**src/rtl/cpu_mem_pkg.sv**
```systemverilog
// Shared types for the CPU-to-memory access path: controller FSM states,
// requester identity and default bus widths.
package cpu_mem_pkg;

    localparam int DEF_AW = 4;
    localparam int DEF_DW = 16;

    typedef enum logic [1:0] {
        IDLE,
        CMD,
        WAIT,
        RESP
    } state_e;

    typedef enum logic {
        REQ_IF,
        REQ_LS
    } req_id_e;

endpackage

```
**src/rtl/mem_arb.sv**
```systemverilog
// Fixed-priority fetch / load-store arbiter. A starvation counter lets the
// fetch port win once load/store traffic has beaten it MAX_STARVE times in a row.
module mem_arb
    import cpu_mem_pkg::*;
#(
    parameter int MAX_STARVE = 3
) (
    input  logic    CLK,
    input  logic    reset,
    input  logic    arb_en,
    input  logic    if_req,
    input  logic    ls_req,
    output logic    if_gnt,
    output logic    ls_gnt,
    output req_id_e gnt_id
);

    localparam int SW = $clog2(MAX_STARVE + 1);
    localparam logic [SW-1:0] STARVE_MAX = SW'(MAX_STARVE);

    logic [SW-1:0] starve_q, starve_d;
    logic          if_wins;

    // NOTE: every always_comb output gets a default on entry so no path leaves
    // a signal unassigned and infers a latch.
    always_comb begin
        if_wins  = if_req && (!ls_req || (starve_q == STARVE_MAX));
        if_gnt   = arb_en && if_wins;
        ls_gnt   = arb_en && ls_req && !if_wins;
        gnt_id   = if_wins ? REQ_IF : REQ_LS;
        starve_d = starve_q;
        if (arb_en) begin
            if (!if_req || if_gnt) begin
                starve_d = '0;
            end else if (ls_gnt && (starve_q != STARVE_MAX)) begin
                starve_d = starve_q + SW'(1);
            end
        end
    end

    // NOTE: state registers use non-blocking assignments so every flop samples
    // the pre-edge value of its inputs regardless of process ordering.
    always_ff @(posedge CLK) begin
        if (reset) begin
            starve_q <= '0;
        end else begin
            starve_q <= starve_d;
        end
    end

endmodule

```
**src/rtl/mem_access_ctrl.sv**
```systemverilog
// Memory-side initiator: arbitrates fetch and load/store requests and issues one
// single-cycle memory command per access, returning data with an rvalid pulse.
module mem_access_ctrl
    import cpu_mem_pkg::*;
#(
    parameter int AW         = DEF_AW,
    parameter int DW         = DEF_DW,
    parameter int RD_LAT     = 1,
    parameter int MAX_STARVE = 3
) (
    input  logic          CLK,
    input  logic          reset,
    input  logic          if_req,
    input  logic [AW-1:0] if_addr,
    output logic          if_gnt,
    output logic          if_rvalid,
    output logic [DW-1:0] if_rdata,
    input  logic          ls_req,
    input  logic          ls_we,
    input  logic [AW-1:0] ls_addr,
    input  logic [DW-1:0] ls_wdata,
    output logic          ls_gnt,
    output logic          ls_rvalid,
    output logic [DW-1:0] ls_rdata,
    output logic          MemRead,
    output logic          MemWrite,
    output logic [AW-1:0] ADDR,
    output logic [DW-1:0] mem_wdata,
    input  logic [DW-1:0] mem_rdata
);

    localparam int LW = (RD_LAT > 1) ? $clog2(RD_LAT) : 1;

    state_e        state_q, state_d;
    req_id_e       id_q, id_d;
    logic          we_q, we_d;
    logic [AW-1:0] addr_q, addr_d;
    logic [DW-1:0] wdata_q, wdata_d;
    logic [LW-1:0] lat_q, lat_d;
    logic [DW-1:0] if_rdata_q, if_rdata_d;
    logic [DW-1:0] ls_rdata_q, ls_rdata_d;

    logic    arb_en;
    req_id_e gnt_id;

    // Grants are only offered while idle, and never in a reset cycle.
    assign arb_en = (state_q == IDLE) && !reset;

    mem_arb #(
        .MAX_STARVE (MAX_STARVE)
    ) u_arb (
        .CLK    (CLK),
        .reset  (reset),
        .arb_en (arb_en),
        .if_req (if_req),
        .ls_req (ls_req),
        .if_gnt (if_gnt),
        .ls_gnt (ls_gnt),
        .gnt_id (gnt_id)
    );

    always_comb begin
        state_d    = state_q;
        id_d       = id_q;
        we_d       = we_q;
        addr_d     = addr_q;
        wdata_d    = wdata_q;
        lat_d      = lat_q;
        if_rdata_d = if_rdata_q;
        ls_rdata_d = ls_rdata_q;
        unique case (state_q)
            IDLE: begin
                if (if_gnt || ls_gnt) begin
                    id_d = gnt_id;
                    if (ls_gnt) begin
                        we_d    = ls_we;
                        addr_d  = ls_addr;
                        wdata_d = ls_wdata;
                    end else begin
                        we_d   = 1'b0;
                        addr_d = if_addr;
                    end
                    state_d = CMD;
                end
            end
            CMD: begin
                if (we_q) begin
                    ls_rdata_d = '0;
                    state_d    = RESP;
                end else begin
                    lat_d   = LW'(RD_LAT - 1);
                    state_d = WAIT;
                end
            end
            WAIT: begin
                if (lat_q == '0) begin
                    if (id_q == REQ_IF) begin
                        if_rdata_d = mem_rdata;
                    end else begin
                        ls_rdata_d = mem_rdata;
                    end
                    state_d = RESP;
                end else begin
                    lat_d = lat_q - LW'(1);
                end
            end
            RESP: begin
                state_d = IDLE;
            end
            default: begin
                state_d = IDLE;
            end
        endcase
    end

    always_ff @(posedge CLK) begin
        if (reset) begin
            state_q    <= IDLE;
            id_q       <= REQ_IF;
            we_q       <= 1'b0;
            addr_q     <= '0;
            wdata_q    <= '0;
            lat_q      <= '0;
            if_rdata_q <= '0;
            ls_rdata_q <= '0;
        end else begin
            state_q    <= state_d;
            id_q       <= id_d;
            we_q       <= we_d;
            addr_q     <= addr_d;
            wdata_q    <= wdata_d;
            lat_q      <= lat_d;
            if_rdata_q <= if_rdata_d;
            ls_rdata_q <= ls_rdata_d;
        end
    end

    assign MemRead   = (state_q == CMD) && !we_q;
    assign MemWrite  = (state_q == CMD) && we_q;
    assign ADDR      = addr_q;
    assign mem_wdata = wdata_q;
    assign if_rvalid = (state_q == RESP) && (id_q == REQ_IF);
    assign ls_rvalid = (state_q == RESP) && (id_q == REQ_LS);
    assign if_rdata  = if_rdata_q;
    assign ls_rdata  = ls_rdata_q;

endmodule

```
**config.mk**
```make
export PLATFORM = sky130hd
export DESIGN_NAME = mem_access_ctrl
export DESIGN_NICKNAME = d
export VERILOG_FILES = /design/src/rtl/cpu_mem_pkg.sv /design/src/rtl/mem_arb.sv /design/src/rtl/mem_access_ctrl.sv
export SDC_FILE = /design/constraint.sdc
export NUM_CORES = 1
export LEC_CHECK = 0
export ABC_CLOCK_PERIOD_IN_PS = 1940
export BUFFER_PORTS_ARGS = -buffer_cell sky130_fd_sc_hd__buf_2
export CORE_ASPECT_RATIO = 1.5
export CORE_MARGIN = 2
export CORE_UTILIZATION = 46
export CTS_CLUSTER_SIZE = 8
export DETAILED_ROUTE_END_ITERATION = 16
export GPL_ROUTABILITY_DRIVEN = 0
export GPL_TIMING_DRIVEN = 0
export PLACE_DENSITY = 0.79
export SLEW_MARGIN = 20
export SYNTH_ARGS = -nofsm -noshare
export SYNTH_HDL_FRONTEND = slang
export SYNTH_SLANG_ARGS = --single-unit
```
**constraint.sdc**
```tcl
create_clock -name CLK -period 1.94 [get_ports CLK]
set_clock_uncertainty 0.05 [all_clocks]
set_input_delay 0.097 -clock CLK [delete_from_list [all_inputs] [get_ports CLK]]
set_output_delay 0.097 -clock CLK [all_outputs]
set_load 0.1 [all_outputs]
```
==> out/metrics.cfg <==
[route]
initialDrtViolationCount = 125
totalWireLength_mm = 6.96
antenna_left = 0
drc = 0
first_pass_iters = 4
drt-vias-per-instance = 4.89
vias = 2478
routedWlPerCell_um = 13.7

[power]
power_density_mw_per_mm2 = 1310
p_seq_share_pct = 31.3
p_int_mw = 2.35
ir_drop_uv = 873
finalPower_mw = 4.59
p_comb_share_pct = 46.6
switching_power_mw = 2.24
p_sw_share_pct = 48.7
leakagePower_nw = 1.58
clkPwrFrac_pct = 22.1

[sta]
hold_viol = 0
drv_slew = 0
hold_slack_ns = 0.0632
slew_headroom_pct = 65.8
post-route-period-util_pct = 94.5
worst_pin_slew_ns = 0.513
max_freq_ghz = 0.546
period_minus_slack_ns = 1.83
rsz0062_at_grt = false
fin_ws_ns = 0.107
fin_tns_setup_ns = 0
setup_viol = 0

[global_routing]
grtUsageTotal_pct = 26.5
antenna_found_initial = 0
grt_pass1_vias = 2565
gr-total-overflow = 0
grt_max_degree = 14
grt_pass1_wl_mm = 11.0

[setup_path]
worst_setup_path_end_kind = output pin
timing.rr.start = state_q[1]
arrival_ns = 1.69
path_max_fanout = 13
crit_end = ls_gnt
cp.required_ns = 1.79
r2r_end = mem_wdata[11]
critical_path.startpoint = state_q[1]
r2r_setup_slack_ns = 0.14
r2r_cells = 7
start_kind = register
worst-setup-path-type = reg2out

[run_status]
outcome = finished, final reports clean

[final_layout]
layout_common_cells = buf_2, nand2_1, dfxtp_1, a21oi_1, dlygate4sd3_1
fin_util_pct = 72.7
fin_cells = 507
diodes = 0
drive_above_1_share_pct = 31.3
final_design_area_no_fill_sq_mm = 0.00350
area_growth_pct = 53.4
final_common_cell = buf_2
nets = 487

[clocking]
cts.path.max_buffers = 2
clock_sinks = 58
cts_root_buffer = clkbuf_8
cts_setup_buffers = 0
path_clk_slew_ns = 0.06
clkLatencyLatePin_ns = 0.35
cts_tree = built
htreeDepth = 3
numCtsBuffers = 9

[floorplanning]
die_area_sq_mm = 0.00554
core_area_sq_mm = 0.00481
die_x_um = 61.5
initial_utilization_pct = 47.4
die_h_um = 90.2
io_pins = 103
std_cell_rows = 31

[logic_synthesis]
yosysUniqueCellTypes = 26
ys_ff_latch = 58
synth_cells = 285
syn_avg_cell_area_sq_um = 7.99
ys_seq_area_share_pct = 51.0
yosysWarnings = 0
netlist_area_sq_mm = 0.00228
syn_nets = 336

[placement]
placement.cell_area_sq_mm = 0.00287
dp_cells = 452
pre_cts_ws_ns = -0.0869
port_buffers = 101
hpwl_mm = 4.42

[hold_path]
hold_path_class = in2reg

[run]
drv_cap = 0

==> sequential cells by signal (all words and copies together), names as in the netlist <==
register,flops
if_rdata,16
ls_rdata,16
mem_wdata,16
ADDR,4
state_q,2
u_arb.starve_q,2
id_q,1
we_q,1
==> power groups by stage <==
stage,logic [mW],registers [mW],clock network [mW]
floorplan,0.827,2.28,0
global placement,2.00,1.44,0
detailed placement,2.02,1.45,0
CTS,2.12,1.43,1.02
global route,2.28,1.46,1.08
finish,2.14,1.44,1.01
==> logic make-up after synthesis <==
logic type               after synthesis  synth area share, %
adder cells (fa/ha/maj)                6                 3.29
AO/OA/AOI/OAI                         59                 13.7
AND/OR/NAND/NOR                      135                 25.8
multiplexers                           1                0.439
buffers and inverters                 26                 5.82
flip-flops                            58                 51.0
==> routing by layer <==
layer  vias up  wire length, um  GRT usage, %  part of all wire [%]
met4         0               87          9.40                   1.3
met3         9              469          7.63                   6.7
met1      1143             2560          23.8                    37
met2        90             3840          51.4                    55
li1       1236                -             -                     -
met5         -                0             0                     0
==> how the worst min path moves through the flow <==
stage | cells past startpoint | startpoint | slack, ns | end
2_1_floorplan | 2 | mem_rdata[0] | 0.18 | if_rdata[0]
3_3_place_gp | 3 | ls_wdata[1] | 0.29 | mem_wdata[1]
3_5_place_dp | 3 | ls_wdata[0] | 0.29 | mem_wdata[0]
4_1_cts | 3 | ls_req | 0.05 | id_q
5_1_grt | 3 | ls_req | 0.09 | id_q
6_report | 3 | ls_req | 0.06 | id_q
==> critical path: stages (launching register included) <==
cell,delay (ns)
dfxtp_1,0.36
inv_1,0.15
ha_4,0.18
nor2b_4,0.17
nand3_2,0.15
inv_6,0.15
buf_12,0.18
==> cell type report <==
cell class	instances	area [sq um]
clock inverters	6	41.3
plain buffers	19	103
multi-input cells	201	1010
inverters	5	23.8
clock buffers	10	138
flip-flops and latches	58	1160
fillers	390	1310
repair buffers	142	937
well taps	66	82.6
==> timing repair <==
action,in CTS,in global routing
hold buffers,41,0
setup endpoints to repair,15,24
endpoints found under the hold margin,53,0
gates resized for setup,12,6
==> cell usage after synthesis, drive strengths merged <==
| cell | instances | area (sq um) |
|---|---|---|
| nand3b | 1 | 7.51 |
| nand2 | 90 | 338 |
| a311oi | 4 | 35.0 |
| inv | 5 | 18.8 |
| clkbuf | 9 | 33.8 |
| nor2 | 9 | 33.8 |
| nand3 | 19 | 100 |
| nand2b | 5 | 33.8 |
| dfxtp | 58 | 1160 |
| ha | 6 | 75.1 |
| mux2i | 1 | 10.0 |
| buf | 12 | 80.1 |
| and3 | 3 | 18.8 |
| nor3 | 2 | 10.0 |
| and2 | 2 | 12.5 |
| nor2b | 4 | 32.5 |
| a21oi | 52 | 260 |
| o21ai | 2 | 10.0 |
| a22oi | 1 | 7.51 |
Power figures use the tool's default switching activity.
